### config.mk
export PLATFORM = sky130hd
export DESIGN_NAME = fetch_queue
export DESIGN_NICKNAME = d
export VERILOG_FILES = /design/src/rtl/fetch_pkg.sv /design/src/rtl/fetch_fifo.sv /design/src/rtl/fetch_queue.sv
export SDC_FILE = /design/constraint.sdc
export NUM_CORES = 1
export LEC_CHECK = 0
export ABC_AREA = 1
export BUFFER_PORTS_ARGS = -buffer_cell sky130_fd_sc_hd__buf_4
export CAP_MARGIN = 5
export CORE_UTILIZATION = 55
export DETAILED_ROUTE_END_ITERATION = 8
export PLACE_DENSITY = 0.83
export SYNTH_ARGS = -nofsm -noshare
export SYNTH_HDL_FRONTEND = slang
export SYNTH_SLANG_ARGS = --single-unit
### constraint.sdc
create_clock -name clk -period 5.82 [get_ports clk]
set_clock_uncertainty 0.15 [all_clocks]
set_input_delay 1.164 -clock clk [delete_from_list [all_inputs] [get_ports clk]]
set_output_delay 1.164 -clock clk [all_outputs]
set_load 0.01 [all_outputs]
### src/rtl/fetch_pkg.sv
// Shared types and constants for the instruction-fetch front end.
package fetch_pkg;

  localparam logic [31:0] NOP_INSTR    = 32'h0000_0000;
  localparam logic [31:0] DEF_RESET_PC = 32'h0000_0000;

  typedef enum logic [1:0] {
    RD_NONE,
    RD_BR,
    RD_J,
    RD_JR
  } redir_e;

  typedef struct packed {
    logic [31:0] pc;
    logic [31:0] instr;
  } fq_entry_t;

endpackage

### src/rtl/fetch_fifo.sv
// Circular prefetch buffer of {pc, instr} entries with synchronous flush.
module fetch_fifo
  import fetch_pkg::*;
#(
  parameter int unsigned DEPTH = 2
) (
  input  logic                     clk,
  input  logic                     reset,
  input  logic                     push_i,
  input  logic                     pop_i,
  input  logic                     clear_i,
  input  fq_entry_t                wdata_i,
  output fq_entry_t                rdata_o,
  output logic [$clog2(DEPTH):0]   count_o,
  output logic                     full_o
);

  localparam int unsigned AW = $clog2(DEPTH);

  fq_entry_t      mem_q [DEPTH];
  logic [AW-1:0]  wr_q, wr_d;
  logic [AW-1:0]  rd_q, rd_d;
  logic [AW:0]    cnt_q, cnt_d;

  always_comb begin
    wr_d  = wr_q;
    rd_d  = rd_q;
    cnt_d = cnt_q;
    if (clear_i) begin
      wr_d  = '0;
      rd_d  = '0;
      cnt_d = '0;
    end else begin
      if (push_i) wr_d = wr_q + AW'(1);
      if (pop_i)  rd_d = rd_q + AW'(1);
      cnt_d = cnt_q + (AW+1)'(push_i) - (AW+1)'(pop_i);
    end
  end

  always_ff @(posedge clk or posedge reset) begin
    if (reset) begin
      wr_q  <= '0;
      rd_q  <= '0;
      cnt_q <= '0;
    end else begin
      wr_q  <= wr_d;
      rd_q  <= rd_d;
      cnt_q <= cnt_d;
    end
  end

  // Storage needs no reset: count gates every read.
  always_ff @(posedge clk) begin
    if (push_i && !clear_i) mem_q[wr_q] <= wdata_i;
  end

  assign rdata_o = mem_q[rd_q];
  assign count_o = cnt_q;
  assign full_o  = (cnt_q == (AW+1)'(DEPTH));

endmodule

### src/rtl/fetch_queue.sv
// Fetch PC owner, ROM driver and prefetch/bypass front end feeding IF/ID.
module fetch_queue
  import fetch_pkg::*;
#(
  parameter int unsigned QUEUE_DEPTH = 2,
  parameter int unsigned IMEM_AW     = 8,
  parameter logic [31:0] RESET_PC    = DEF_RESET_PC
) (
  input  logic               clk,
  input  logic               reset,
  input  logic               Z,
  input  logic               J,
  input  logic               JR,
  input  logic               PC_IFWrite,
  input  logic [31:0]        BranchAddr,
  input  logic [31:0]        JumpAddr,
  input  logic [31:0]        JrAddr,
  output logic               imem_en,
  output logic [IMEM_AW-1:0] imem_addr,
  input  logic [31:0]        imem_rdata,
  output logic [31:0]        Instruction_if,
  output logic [31:0]        PC,
  output logic [31:0]        NextPC_if,
  output logic               Valid_if
);

  localparam int unsigned CW = $clog2(QUEUE_DEPTH);

  logic [31:0] fpc_q, fpc_d;
  logic [31:0] epc_q, epc_d;
  logic [31:0] tag_q, tag_d;
  logic        infl_q, infl_d;

  redir_e      rsel;
  logic        redirect;
  logic [31:0] target;
  logic [CW:0] count, occ;
  fq_entry_t   head, resp;
  logic        full, have_q;
  logic        push, pop, fifo_pop, issue;

  assign redirect = Z | J | JR;

  always_comb begin
    rsel = RD_NONE;
    priority case (1'b1)
      JR:      rsel = RD_JR;
      J:       rsel = RD_J;
      Z:       rsel = RD_BR;
      default: rsel = RD_NONE;
    endcase
  end

  always_comb begin
    target = fpc_q;
    unique case (rsel)
      RD_JR:   target = JrAddr;
      RD_J:    target = JumpAddr;
      RD_BR:   target = BranchAddr;
      default: target = fpc_q;
    endcase
  end

  assign resp     = '{pc: tag_q, instr: imem_rdata};
  assign have_q   = (count != '0);
  assign Valid_if = have_q | infl_q;

  always_comb begin
    Instruction_if = NOP_INSTR;
    PC             = epc_q;
    if (have_q) begin
      Instruction_if = head.instr;
      PC             = head.pc;
    end else if (infl_q) begin
      Instruction_if = resp.instr;
      PC             = resp.pc;
    end
  end

  assign NextPC_if = PC + 32'd4;

  assign pop      = PC_IFWrite & Valid_if & ~redirect;
  assign fifo_pop = pop & have_q;
  // A bypassed response that is consumed immediately never enters the queue.
  assign push     = infl_q & ~redirect & ~(pop & ~have_q);

  assign occ   = count + (CW+1)'(infl_q) - (CW+1)'(pop);
  assign issue = ~reset & ~redirect & (occ < (CW+1)'(QUEUE_DEPTH));

  assign imem_en   = issue;
  assign imem_addr = fpc_q[IMEM_AW+1:2];

  always_comb begin
    fpc_d  = fpc_q;
    epc_d  = epc_q;
    tag_d  = tag_q;
    infl_d = 1'b0;
    if (redirect) begin
      fpc_d = target;
      epc_d = target;
    end else begin
      if (issue) begin
        fpc_d  = fpc_q + 32'd4;
        tag_d  = fpc_q;
        infl_d = 1'b1;
      end
      if (pop) epc_d = epc_q + 32'd4;
    end
  end

  always_ff @(posedge clk or posedge reset) begin
    if (reset) begin
      fpc_q  <= RESET_PC;
      epc_q  <= RESET_PC;
      tag_q  <= '0;
      infl_q <= 1'b0;
    end else begin
      fpc_q  <= fpc_d;
      epc_q  <= epc_d;
      tag_q  <= tag_d;
      infl_q <= infl_d;
    end
  end

  fetch_fifo #(
    .DEPTH (QUEUE_DEPTH)
  ) u_fifo (
    .clk     (clk),
    .reset   (reset),
    .push_i  (push),
    .pop_i   (fifo_pop),
    .clear_i (redirect),
    .wdata_i (resp),
    .rdata_o (head),
    .count_o (count),
    .full_o  (full)
  );

  a_count_bound: assert property (
    @(posedge clk) disable iff (reset) count <= (CW+1)'(QUEUE_DEPTH));
  a_no_push_full: assert property (
    @(posedge clk) disable iff (reset) !(push && full));
  a_no_issue_redir: assert property (
    @(posedge clk) disable iff (reset) !(imem_en && redirect));

endmodule

==> impl_results.md, run 1 <==
- CTS H-tree lvls: 1
- First drt pass iteration count: 7
- Number of enable flip-flop cells after synthesis: 128
- Number of antenna diodes: 0
- Final Cycle Share: 0.812
- Switching Share: 0.287
- CP Capture Type: output port
- Final setup fails: 0
- Multi-input logic area: 0.00641 mm²
- Commonest cells post-synth: 627 x nand2_1, 224 x nor2_1, 177 x nand3_1, 128 x edfxtp_1, 121 x inv_1
- Final net count: 2163
- Top cell type's share of synthesized area: 0.279
- Syn Inst Count: 1838
- Area leader, netlist: edfxtp_1
- Synth Register Bits: 229
- Total CTS buffers: 23
- Cell Pwr Density: 262 mW/mm²
- Hold Path End: u_fifo.mem_q[1][58]$_DFFE_PP_
- Static Leakage: 7.31 nW
- Die Ht: 160 µm
- # DRC: 0
- Reg clk slew, reported paths: 0.06 ns
- Vias in the first global route: 12320
- Sw power: 0.00123 W
- Worst Path Required: 4.51 ns
- Flop pwr share: 0.459
- Crit start category: flop
- R2R Path Start: u_fifo.count_o[1]$_DFF_PP0_
- Most used DFF post-synth: edfxtp_1
- Global-route wire length before repair: 65200 µm
- Core Area: 0.0245 mm²
- Count leader, synth: nand2_1
- I/O Buffers: 239
- Ys async rst share: 0.441
- Row count: 57
- TritonCTS clock tree: built
- Max Cap Viol: 0
- Unique masters post-synth: 44
- Worst Reg-to-Reg Cells: 12
- Fin crit period: 4.73 ns
- R2r endpoint: fpc_q[6]$_DFFE_PP0P_
- Syn avg cell area: 7.49 µm²
- Clock sink count: 229
- Final Hold Viols: 0
- Pin slew with the least headroom to its limit: 1.16 ns
- # fillers: 2071
- FF/Latch Area: 0.00637 mm²
- Post-Syn Area: 0.0138 mm²
- Post-detail-place hpwl: 30100 µm
- Root Buffer: clkbuf_16
- Chip width: 160 µm
- Clock Tree Buf Depth: 3
- Largest net degree at the start of global routing: 87
- GP Congestion: 0.943
- I/O pin total: 240
- Setup bufs post-CTS: 0
- Antenna-violating nets left: 0
- Comb power frac: 0.175
- Final Routed Wirelength: 41200 µm
- Area of the die: 0.0257 mm²
- Setup CP Type: flop to output port
- Share of layout cells above drive strength 1: 0.187
- Placed cell area: 0.0156 mm²
- Hold depth: 0
- Pins Over Slew Limit: 0
- Post-synthesis net count: 1978
- FMAX: 212 MHz
- Status: complete, no violations
- Sequential area share after synthesis: 0.463
- Warnings from Yosys: 0
- Clk_lat worst skew: 0.52 ns
- Post_cts resized: 0
- Via-to-Cell Ratio: 5.62
- Int Power: 0.00306 W
- Final instance area: 0.0164 mm²
- Post-CTS Hold Buffers: 0
- Via count: 13297
- Initial antenna violation count: 0
- Worst hold path type: flop to flop
- VDD IR max: 0.000219 V
- Setup_tns: 0 ns
- Power, Total: 0.00429 W
- Synth-to-Final Area Change: 19.0%
- All-layer global routing usage: 0.320
- RSZ-0062 raised after global routing: no
- Synth top area cells: edfxtp_1 28%, dfrtp_1 18%, nand2_1 17%
- Crit path DAT: 3.41 ns
- WL/cell: 17.4 µm
- Slew headroom: 0.223
- Gr ovfl total: 0
- Flop-to-flop setup slack: 1.18 ns
- Hold Crit Start: tag_q[26]$_DFFE_PP0P_
- Worst-path fanout max: 44
- 1st-iter DRT viols: 1299
- Clock network fraction of total power: 0.366
- Initial Utilization: 0.563
[worst max path at each step]
stage	start	endpoint	slack [ns]
2_1_floorplan	JR	u_fifo.mem_q[0][0]$_DFFE_PP_	0.43
3_3_place_gp	JR	fpc_q[12]$_DFFE_PP0P_	0.97
3_5_place_dp	JR	fpc_q[16]$_DFFE_PP0P_	0.87
4_1_cts	u_fifo.rd_q$_DFFE_PP0P_	NextPC_if[16]	1.12
5_1_grt	u_fifo.count_o[1]$_DFF_PP0_	fpc_q[6]$_DFFE_PP0P_	0.78
6_report	u_fifo.rd_q$_DFFE_PP0P_	NextPC_if[16]	1.09
[cells by family (layout without fill, tap and decap cells)]
kind of cell | after synthesis | in the layout | share of synthesized area
AND/OR/NAND/NOR | 1145 | 1145 | 0.357
flip-flops | 229 | 229 | 0.463
buffers and inverters | 219 | 421 | 0.0726
AO/OA/AOI/OAI | 209 | 209 | 0.0828
XOR/XNOR | 30 | 30 | 0.0191
adder cells (fa/ha/maj) | 6 | 6 | 0.00545
[final cells by class]
type | instances | area share
Inverter | 130 | 0.0299
Clock inverter | 12 | 0.00962
Clock buffer | 30 | 0.0394
Timing Repair Buffer | 249 | 0.116
Tap cell | 324 | 0.0247
Multi-Input combinational cell | 1390 | 0.391
Sequential cell | 229 | 0.389
[worst max-delay path, stage by stage, from the launching register on]
cell	delay (ns)
dfrtp_2	0.61
inv_2	0.67
nand2_1	0.12
nand3_1	0.13
nand2_2	0.15
inv_2	0.11
ha_1	0.25
nand3_4	0.15
nor2_2	0.24
nand2_1	0.10
xor2_1	0.16
buf_4	0.15
[cells in the final DEF, fill, tap and decap left out, types with 28 or more instances in the layout]
master / n
a21oi_1: 51
buf_4: 247
dfrtp_1: 99
edfxtp_1: 128
inv_1: 120
nand2_1: 627
nand2_2: 45
nand3_1: 177
nor2_1: 220
o21ai_0: 119
xor2_1: 28
[sequential cells by signal, indices dropped and copies added (netlist names)]
name	count
tag_q	32
u_fifo.mem_q	128
fpc_q	32
infl_q	1
u_fifo.count_o	2
u_fifo.rd_q	1
u_fifo.wr_q	1
epc_q	32
[per-stage QoR]
| step | setup WS, ns | instances | util | hold slack (ns) |
|---|---|---|---|---|
| finish | 1.09 | 2364 | 0.670 | 0.348 |
| global route | 0.779 | 2364 | 0.670 | 0.365 |
| CTS | 1.12 | 2364 | 0.670 | 0.344 |
| detailed placement | 0.874 | 2322 | 0.637 | 0.328 |
| global placement | 0.966 | 2322 | 0.637 | 0.319 |
| floorplan | 0.429 | 1838 | - | 0.294 |
[per-layer routing]
metal  up-vias  share of wire  track usage  routed length [µm]
met4         0          0.028       0.0965                1160
met3        77          0.088       0.0358                3640
li1       6339              -            -                   -
met1      6216           0.41        0.447               17100
met5         -              0            0                   0
met2       665           0.47        0.525               19400
[power by group through the flow]
| stage | registers, W | logic (W) | clock network [W] |
|---|---|---|---|
| 2_1_floorplan | 0.00195 | 0.000443 | 0 |
| 3_3_place_gp | 0.00199 | 0.000721 | 0 |
| 3_5_place_dp | 0.00199 | 0.000740 | 0 |
| 4_1_cts | 0.00196 | 0.000743 | 0.00158 |
| 5_1_grt | 0.00198 | 0.000830 | 0.00163 |
| 6_report | 0.00197 | 0.000752 | 0.00157 |
(Power assumes the default switching activity.)
==> run 2: changes to the inputs <==
==> constraint.sdc (replaced) <==
create_clock -name clk -period 4.9 [get_ports clk]
set_clock_uncertainty 0.15 [all_clocks]
set_input_delay 0.98 -clock clk [delete_from_list [all_inputs] [get_ports clk]]
set_output_delay 0.98 -clock clk [all_outputs]
set_load 0.01 [all_outputs]
==> run 2 against run 1 <==
Non-clock buffer count increased by 6. Combinational power increased by 18%. Via count decreased by 0.67%. Final cell count increased by 0.34%. Worst setup slack got worse by 0.59 ns. Clock-buffer cell count unchanged. Power increased by 19%. Critical endpoint is now NextPC_if[30]. Largest cell class unchanged.
==> impl_results.md, run 2 (same netlist as run 1, synthesis figures left out) <==
- Pins Over Slew Limit: 0 (unchanged)
- FMAX: 228 MHz
- Worst hold path type: flop to flop (unchanged)
- Commonest non-fill, non-tap cell in the layout: nand2_1 (unchanged)
- Antenna-violating nets left: 0 (unchanged)
- Clock sink count: 229 (unchanged)
- # DRC: 0 (unchanged)
- Crit start category: flop (unchanged)
- Gr ovfl total: 0 (unchanged)
- Int Power: 0.00364 W (was 0.00306 W)
- Final instance area: 0.0164 mm² (about the same)
- Final setup fails: 0 (unchanged)
- Total CTS buffers: 24 (was 23)
- Final net count: 2170 (was 2163)
- Most frequent cells in the layout: 627 x nand2_1, 253 x buf_4, 220 x nor2_1 (was 627 x nand2_1, 247 x buf_4, 220 x nor2_1)
- Setup bufs post-CTS: 0 (unchanged)
- Clk_lat worst skew: 0.53 ns (was 0.52 ns)
- Final Routed Wirelength: 41200 µm (about the same)
- I/O pin total: 240 (unchanged)
- Root Buffer: clkbuf_16 (unchanged)
- Status: complete, no violations (unchanged)
- Number of flip-flops in the largest register: 128 (unchanged)
- Clock network fraction of total power: 0.369 (was 0.366)
- Via count: 13208 (was 13297)
- Slew headroom: 0.236 (was 0.223)
- Crit path DAT: 3.26 ns (was 3.41 ns)
- Post_cts resized: 0 (unchanged)
- Largest net degree at the start of global routing: 71 (was 87)
- Sw power: 0.00148 W (was 0.00123 W)
- Setup_tns: 0 ns (unchanged)
- Most flop-heavy register: u_fifo.mem_q (unchanged)
- CTS H-tree lvls: 1 (unchanged)
- Comb power frac: 0.174 (was 0.175)
- Worst-path fanout max: 31 (was 44)
- Fin crit period: 4.39 ns
- Area of the die: 0.0257 mm² (unchanged)
- All-layer global routing usage: 0.317 (was 0.320)
- Placed cell area: 0.0156 mm² (about the same)
- Post-CTS Hold Buffers: 0 (unchanged)
- Reg clk slew, reported paths: 0.06 ns (about the same)
- Pin slew with the least headroom to its limit: 1.15 ns (was 1.16 ns)
- Initial Utilization: 0.563 (unchanged)
- VDD IR max: 0.000195 V (was 0.000219 V)
- Number of antenna diodes: 0 (unchanged)
- Final Cycle Share: 0.897
- RSZ-0062 raised after global routing: no (unchanged)
- Setup CP Type: flop to output port (unchanged)
- I/O Buffers: 239 (unchanged)
- Switching Share: 0.288 (was 0.287)
- Max Cap Viol: 0 (unchanged)
- First drt pass iteration count: 5 (was 7)
- Die Ht: 160 µm (unchanged)
- Via-to-Cell Ratio: 5.57 (was 5.62)
- Worst Path Required: 3.77 ns (was 4.51 ns)
- GP Congestion: 0.983 (was 0.943)
- Share of layout cells above drive strength 1: 0.189 (was 0.187)
- Post-detail-place hpwl: 30200 µm (was 30100 µm)
- Final Hold Viols: 0 (unchanged)
- Cell Pwr Density: 312 mW/mm² (was 262 mW/mm²)
- Global-route wire length before repair: 64800 µm (was 65200 µm)
- Core Area: 0.0245 mm² (unchanged)
- CP Capture Type: output port (unchanged)
- Vias in the first global route: 12312 (was 12320)
- 1st-iter DRT viols: 1377 (was 1299)
- Synth-to-Final Area Change: 19.4% (was 19.0%)
- Initial antenna violation count: 2 (was 0)
- TritonCTS clock tree: built (unchanged)
- Chip width: 160 µm (unchanged)
- Clock Tree Buf Depth: 3 (unchanged)
- Flop pwr share: 0.458 (was 0.459)
- Row count: 57 (unchanged)
- Static Leakage: 7.34 nW (was 7.31 nW)
- WL/cell: 17.4 µm (about the same)
[run 2: cell types whose count changed in the layout (fill, tap and decap cells not counted)]
| cell | change |
|---|---|
| clkbuf_1 | +2 |
| clkinv_2 | +2 |
| clkbuf_4 | -1 |
| clkinv_4 | +1 |
| buf_4 | +6 |
| clkbuf_8 | -3 |
| clkinv_1 | +1 |
| clkinvlp_4 | +1 |
| clkbuf_16 | +2 |
| inv_6 | -3 |
[run 2: final timing paths]
check,slack [ns],end,from,cells past startpoint
worst min-delay path,0.33,epc_q[0]$_DFFE_PP0P_,epc_q[0]$_DFFE_PP0P_,2
min in group asynchronous,0.39,epc_q[1]$_DFFE_PP0P_,reset,2
max in group asynchronous,2.98,u_fifo.rd_q$_DFFE_PP0P_,reset,3
worst max register to register,1.38,fpc_q[26]$_DFFE_PP0P_,u_fifo.count_o[1]$_DFF_PP0_,12
worst max-delay path,0.51,NextPC_if[30],u_fifo.rd_q$_DFFE_PP0P_,12
worst min register to register,0.33,epc_q[0]$_DFFE_PP0P_,epc_q[0]$_DFFE_PP0P_,2
[run 2: power by group through the flow]
stage	logic [W]	clock network, W	registers (W)
finish	0.000889	0.00189	0.00234
global route	0.000982	0.00198	0.00236
CTS	0.000883	0.00190	0.00234
detailed placement	0.000876	0	0.00237
global placement	0.000858	0	0.00237
floorplan	0.000526	0	0.00231
[run 2: final cells by class]
cell class	count	area, µm²
fillers	2065	8030
clock buffers	30	654
clock inverters	14	161
inverters	130	490
repair buffers	255	1940
multi-input cells	1390	6410
well taps	324	405
flip-flops and latches	229	6370
[run 2: layer usage]
metal  vias to the layer above  share of wire  GRT usage
li1                       6364              -          -
met1                      6091           0.42      0.445
met2                       668           0.47      0.512
met3                        85          0.088     0.0408
met4                         0          0.030      0.100
met5                         -              0          0
[run 2: worst max-delay path, cell delays in order (launching register included)]
cell,delay (ns)
dfrtp_2,0.65
inv_2,0.54
nand2_1,0.11
nand3_1,0.13
nand2_2,0.13
inv_2,0.10
ha_1,0.25
nand3_4,0.15
nor2_1,0.30
nand2_1,0.11
nand2_1,0.08
nand2_1,0.05
buf_4,0.13
[run 2: through the flow]
| stage | util | setup WS, ns | total power [W] | hold WS [ns] | cells |
|---|---|---|---|---|---|
| 4_1_cts | 0.672 | 0.509 | 0.00512 | 0.337 | 2372 |
| 5_1_grt | 0.672 | 0.313 | 0.00532 | 0.377 | 2372 |
| 2_1_floorplan | - | -0.307 | 0.00284 | 0.294 | 1838 |
| 3_3_place_gp | 0.639 | 1.13 | 0.00322 | 0.320 | 2328 |
| 3_5_place_dp | 0.639 | 1.07 | 0.00325 | 0.321 | 2328 |
| 6_report | 0.672 | 0.507 | 0.00512 | 0.334 | 2372 |
==> run 3: changes to the inputs <==
--- a/config.mk
+++ b/config.mk
@@ -8,9 +8,10 @@
 export ABC_AREA = 1
 export BUFFER_PORTS_ARGS = -buffer_cell sky130_fd_sc_hd__buf_4
 export CAP_MARGIN = 5
-export CORE_UTILIZATION = 55
+export CORE_UTILIZATION = 52
 export DETAILED_ROUTE_END_ITERATION = 8
-export PLACE_DENSITY = 0.83
+export PLACE_DENSITY = 0.82
+export RECOVER_POWER = 25
 export SYNTH_ARGS = -nofsm -noshare
 export SYNTH_HDL_FRONTEND = slang
 export SYNTH_SLANG_ARGS = --single-unit
==> constraint.sdc (replaced) <==
create_clock -name clk -period 3.65 [get_ports clk]
set_clock_uncertainty 0.15 [all_clocks]
set_input_delay 0.73 -clock clk [delete_from_list [all_inputs] [get_ports clk]]
set_output_delay 0.73 -clock clk [all_outputs]
set_load 0.01 [all_outputs]
==> run 3 against run 2 <==
Combinational power is 35% higher. Sequential share of layout area is 0.40 points lower. Final cell count is 1.3% higher. Largest power group unchanged. Largest cell class unchanged.
==> impl_results.md, run 3 (same netlist as run 1, synthesis figures left out) <==
- Commonest non-fill, non-tap cell in the layout: nand2_1 (unchanged)
- Most flop-heavy register: u_fifo.mem_q (unchanged)
- Critical-path top delay cell: dfrtp_2 (unchanged)
- Antenna-violating nets left: 0 (unchanged)
- Fin crit period: 3.53 ns
- Final net count: 2191 (was 2170)
- R2R Path Start: u_fifo.count_o[1]$_DFF_PP0_ (unchanged)
- Worst hold path type: primary input to asynchronous set/reset pin (was flop to flop)
- Chip width: 165 µm (was 160 µm)
- Area of the die: 0.0271 mm² (was 0.0257 mm²)
- Fin Hold WS: 0.280 ns (was 0.334 ns)
- Largest net degree at the start of global routing: 67 (was 71)
- Root Buffer: clkbuf_16 (unchanged)
- I/O Buffers: 239 (unchanged)
- Clock Tree Buf Depth: 3 (unchanged)
- CP top delay family: simple AND/OR/NAND/NOR gates (unchanged)
- Number of antenna diodes: 0 (unchanged)
- Clk_lat worst skew: 0.53 ns (about the same)
- GP Congestion: 0.964 (was 0.983)
- Layout Cells excl Fill: 2404 (was 2372)
- Crit start category: flop (unchanged)
- FMAX: 283 MHz
- Comb power frac: 0.175 (was 0.174)
- Crit path from: u_fifo.count_o[0]$_DFF_PP0_ (was u_fifo.rd_q$_DFFE_PP0P_)
- Static Leakage: 7.37 nW (was 7.34 nW)
- Final instance area: 0.0166 mm² (was 0.0164 mm²)
- Gr ovfl total: 0 (unchanged)
- Worst Path Required: 2.77 ns (was 3.77 ns)
- Worst Reg-to-Reg Cells: 12 (unchanged)
- All-layer global routing usage: 0.314 (was 0.317)
- # DRC: 0 (unchanged)
- First drt pass iteration count: 5 (unchanged)
- Worst-path cell chain: inv_2 > nand2_8 > nand3_1 > nand2_2 > inv_2 > ha_2 > nand3_4 > inv_2 > nand2_2 > nor2_4 > nand2_1 > nand2_1 > nand2_1 > buf_4 (was inv_2 > nand2_1 > nand3_1 > nand2_2 > inv_2 > ha_1 > nand3_4 > nor2_1 > nand2_1 > nand2_1 > nand2_1 > buf_4)
- Crit path DAT: 2.65 ns (was 3.26 ns)
- Via-to-Cell Ratio: 5.54 (was 5.57)
- Buf+Inv Stages, Crit Path: 4 (was 3)
- Flop pwr share: 0.457 (was 0.458)
- Number of flip-flops in the largest register: 128 (unchanged)
- Vias in the first global route: 12248 (was 12312)
- WL/cell: 17.7 µm (was 17.4 µm)
- Row count: 59 (was 57)
- Via count: 13321 (was 13208)
- Worst-path fanout max: 11 (was 31)
- Pins Over Slew Limit: 0 (unchanged)
- CP Capture Type: output port (unchanged)
- 1st-iter DRT viols: 1203 (was 1377)
- VDD IR max: 0.000235 V (was 0.000195 V)
- TritonCTS clock tree: built (unchanged)
- Final Hold Viols: 0 (unchanged)
- Flop-to-flop setup slack: 0.55 ns (was 1.38 ns)
- Reg clk slew, reported paths: 0.06 ns (about the same)
- Switching Share: 0.289 (was 0.288)
- R2r endpoint: fpc_q[8]$_DFFE_PP0P_ (was fpc_q[26]$_DFFE_PP0P_)
- Cell Pwr Density: 414 mW/mm² (was 312 mW/mm²)
- Placed cell area: 0.0157 mm² (was 0.0156 mm²)
- Max Cap Viol: 0 (unchanged)
- Final Routed Wirelength: 42600 µm (was 41200 µm)
- Core Util, Final: 0.640 (was 0.672)
- Initial Utilization: 0.530 (was 0.563)
- Final Cycle Share: 0.967
- Share of layout cells above drive strength 1: 0.184 (was 0.189)
- Final setup fails: 0 (unchanged)
- Core Area: 0.0260 mm² (was 0.0245 mm²)
- Placed insts: 2349 (was 2328)
- Clock network fraction of total power: 0.369 (about the same)
- Slew headroom: 0.448 (was 0.236)
- Die Ht: 165 µm (was 160 µm)
- Total CTS buffers: 24 (unchanged)
- Synth-to-Final Area Change: 20.8% (was 19.4%)
- Int Power: 0.00490 W (was 0.00364 W)
- Setup CP Type: flop to output port (unchanged)
- Power, Total: 0.00689 W (was 0.00512 W)
- Global-route wire length before repair: 65800 µm (was 64800 µm)
- Status: complete, no violations (unchanged)
- I/O pin total: 240 (unchanged)
- CTS H-tree lvls: 1 (unchanged)
- Most frequent cells in the layout: 627 x nand2_1, 233 x buf_4, 218 x nor2_1 (was 627 x nand2_1, 253 x buf_4, 220 x nor2_1)
- Post-CTS Hold Buffers: 0 (unchanged)
- Pin slew with the least headroom to its limit: 0.828 ns (was 1.15 ns)
- Clock sink count: 229 (unchanged)
- Sw power: 0.00199 W (was 0.00148 W)
- Worst stage delay on the critical path: 0.47 ns (was 0.65 ns)
- Post-detail-place hpwl: 31400 µm (was 30200 µm)
- Initial antenna violation count: 0 (was 2)
[run 3: layout make-up]
cell class	instances	area, µm²
Clock buffer	29	619
Fill cell	2303	9360
Sequential cell	229	6380
Timing Repair Buffer	275	2060
Clock inverter	15	193
Inverter	130	507
Tap cell	335	419
Multi-Input combinational cell	1391	6450
[run 3: worst max path at each step]
stage / end / cells past startpoint
2_1_floorplan: u_fifo.mem_q[0][0]$_DFFE_PP_ / 7
3_3_place_gp: fpc_q[10]$_DFFE_PP0P_ / 13
3_5_place_dp: fpc_q[10]$_DFFE_PP0P_ / 12
4_1_cts: NextPC_if[31] / 14
5_1_grt: NextPC_if[20] / 12
6_report: NextPC_if[22] / 14
[run 3: per-layer routing]
metal,track usage,vias to the layer above,share of wire
met4,0.109,0,0.029
met1,0.432,6188,0.41
li1,-,6402,-
met3,0.0475,87,0.088
met2,0.505,644,0.47
met5,0,-,0
[run 3: what timing repair did]
action | CTS | global route
gates cloned | 1 | 0
gates resized for setup | 5 | 19
pin swaps | 1 | 2
buffers inserted | 0 | 10
endpoints found under the setup margin | 16 | 22
[run 3: per-stage QoR]
step / TNS, ns / worst slack, ns
floorplan: -33.31 / -0.260
global placement: 0 / 0.419
detailed placement: 0 / 0.352
CTS: 0 / 0.0219
global route: -0.000393 / -0.000393
finish: 0 / 0.120
[run 3: tightest hold or removal path, cell delays in order]
cell and delay (ns):
clkbuf_4 0.11, clkinvlp_2 0.11, buf_4 0.47
[run 3: power by group through the flow]
stage	combinational (W)	clock [W]	sequential, W
after floorplan	0.000707	0	0.00311
after global placement	0.00117	0	0.00318
after detailed placement	0.00119	0	0.00319
after CTS	0.00120	0.00256	0.00314
after global routing	0.00133	0.00266	0.00316
final	0.00120	0.00254	0.00315
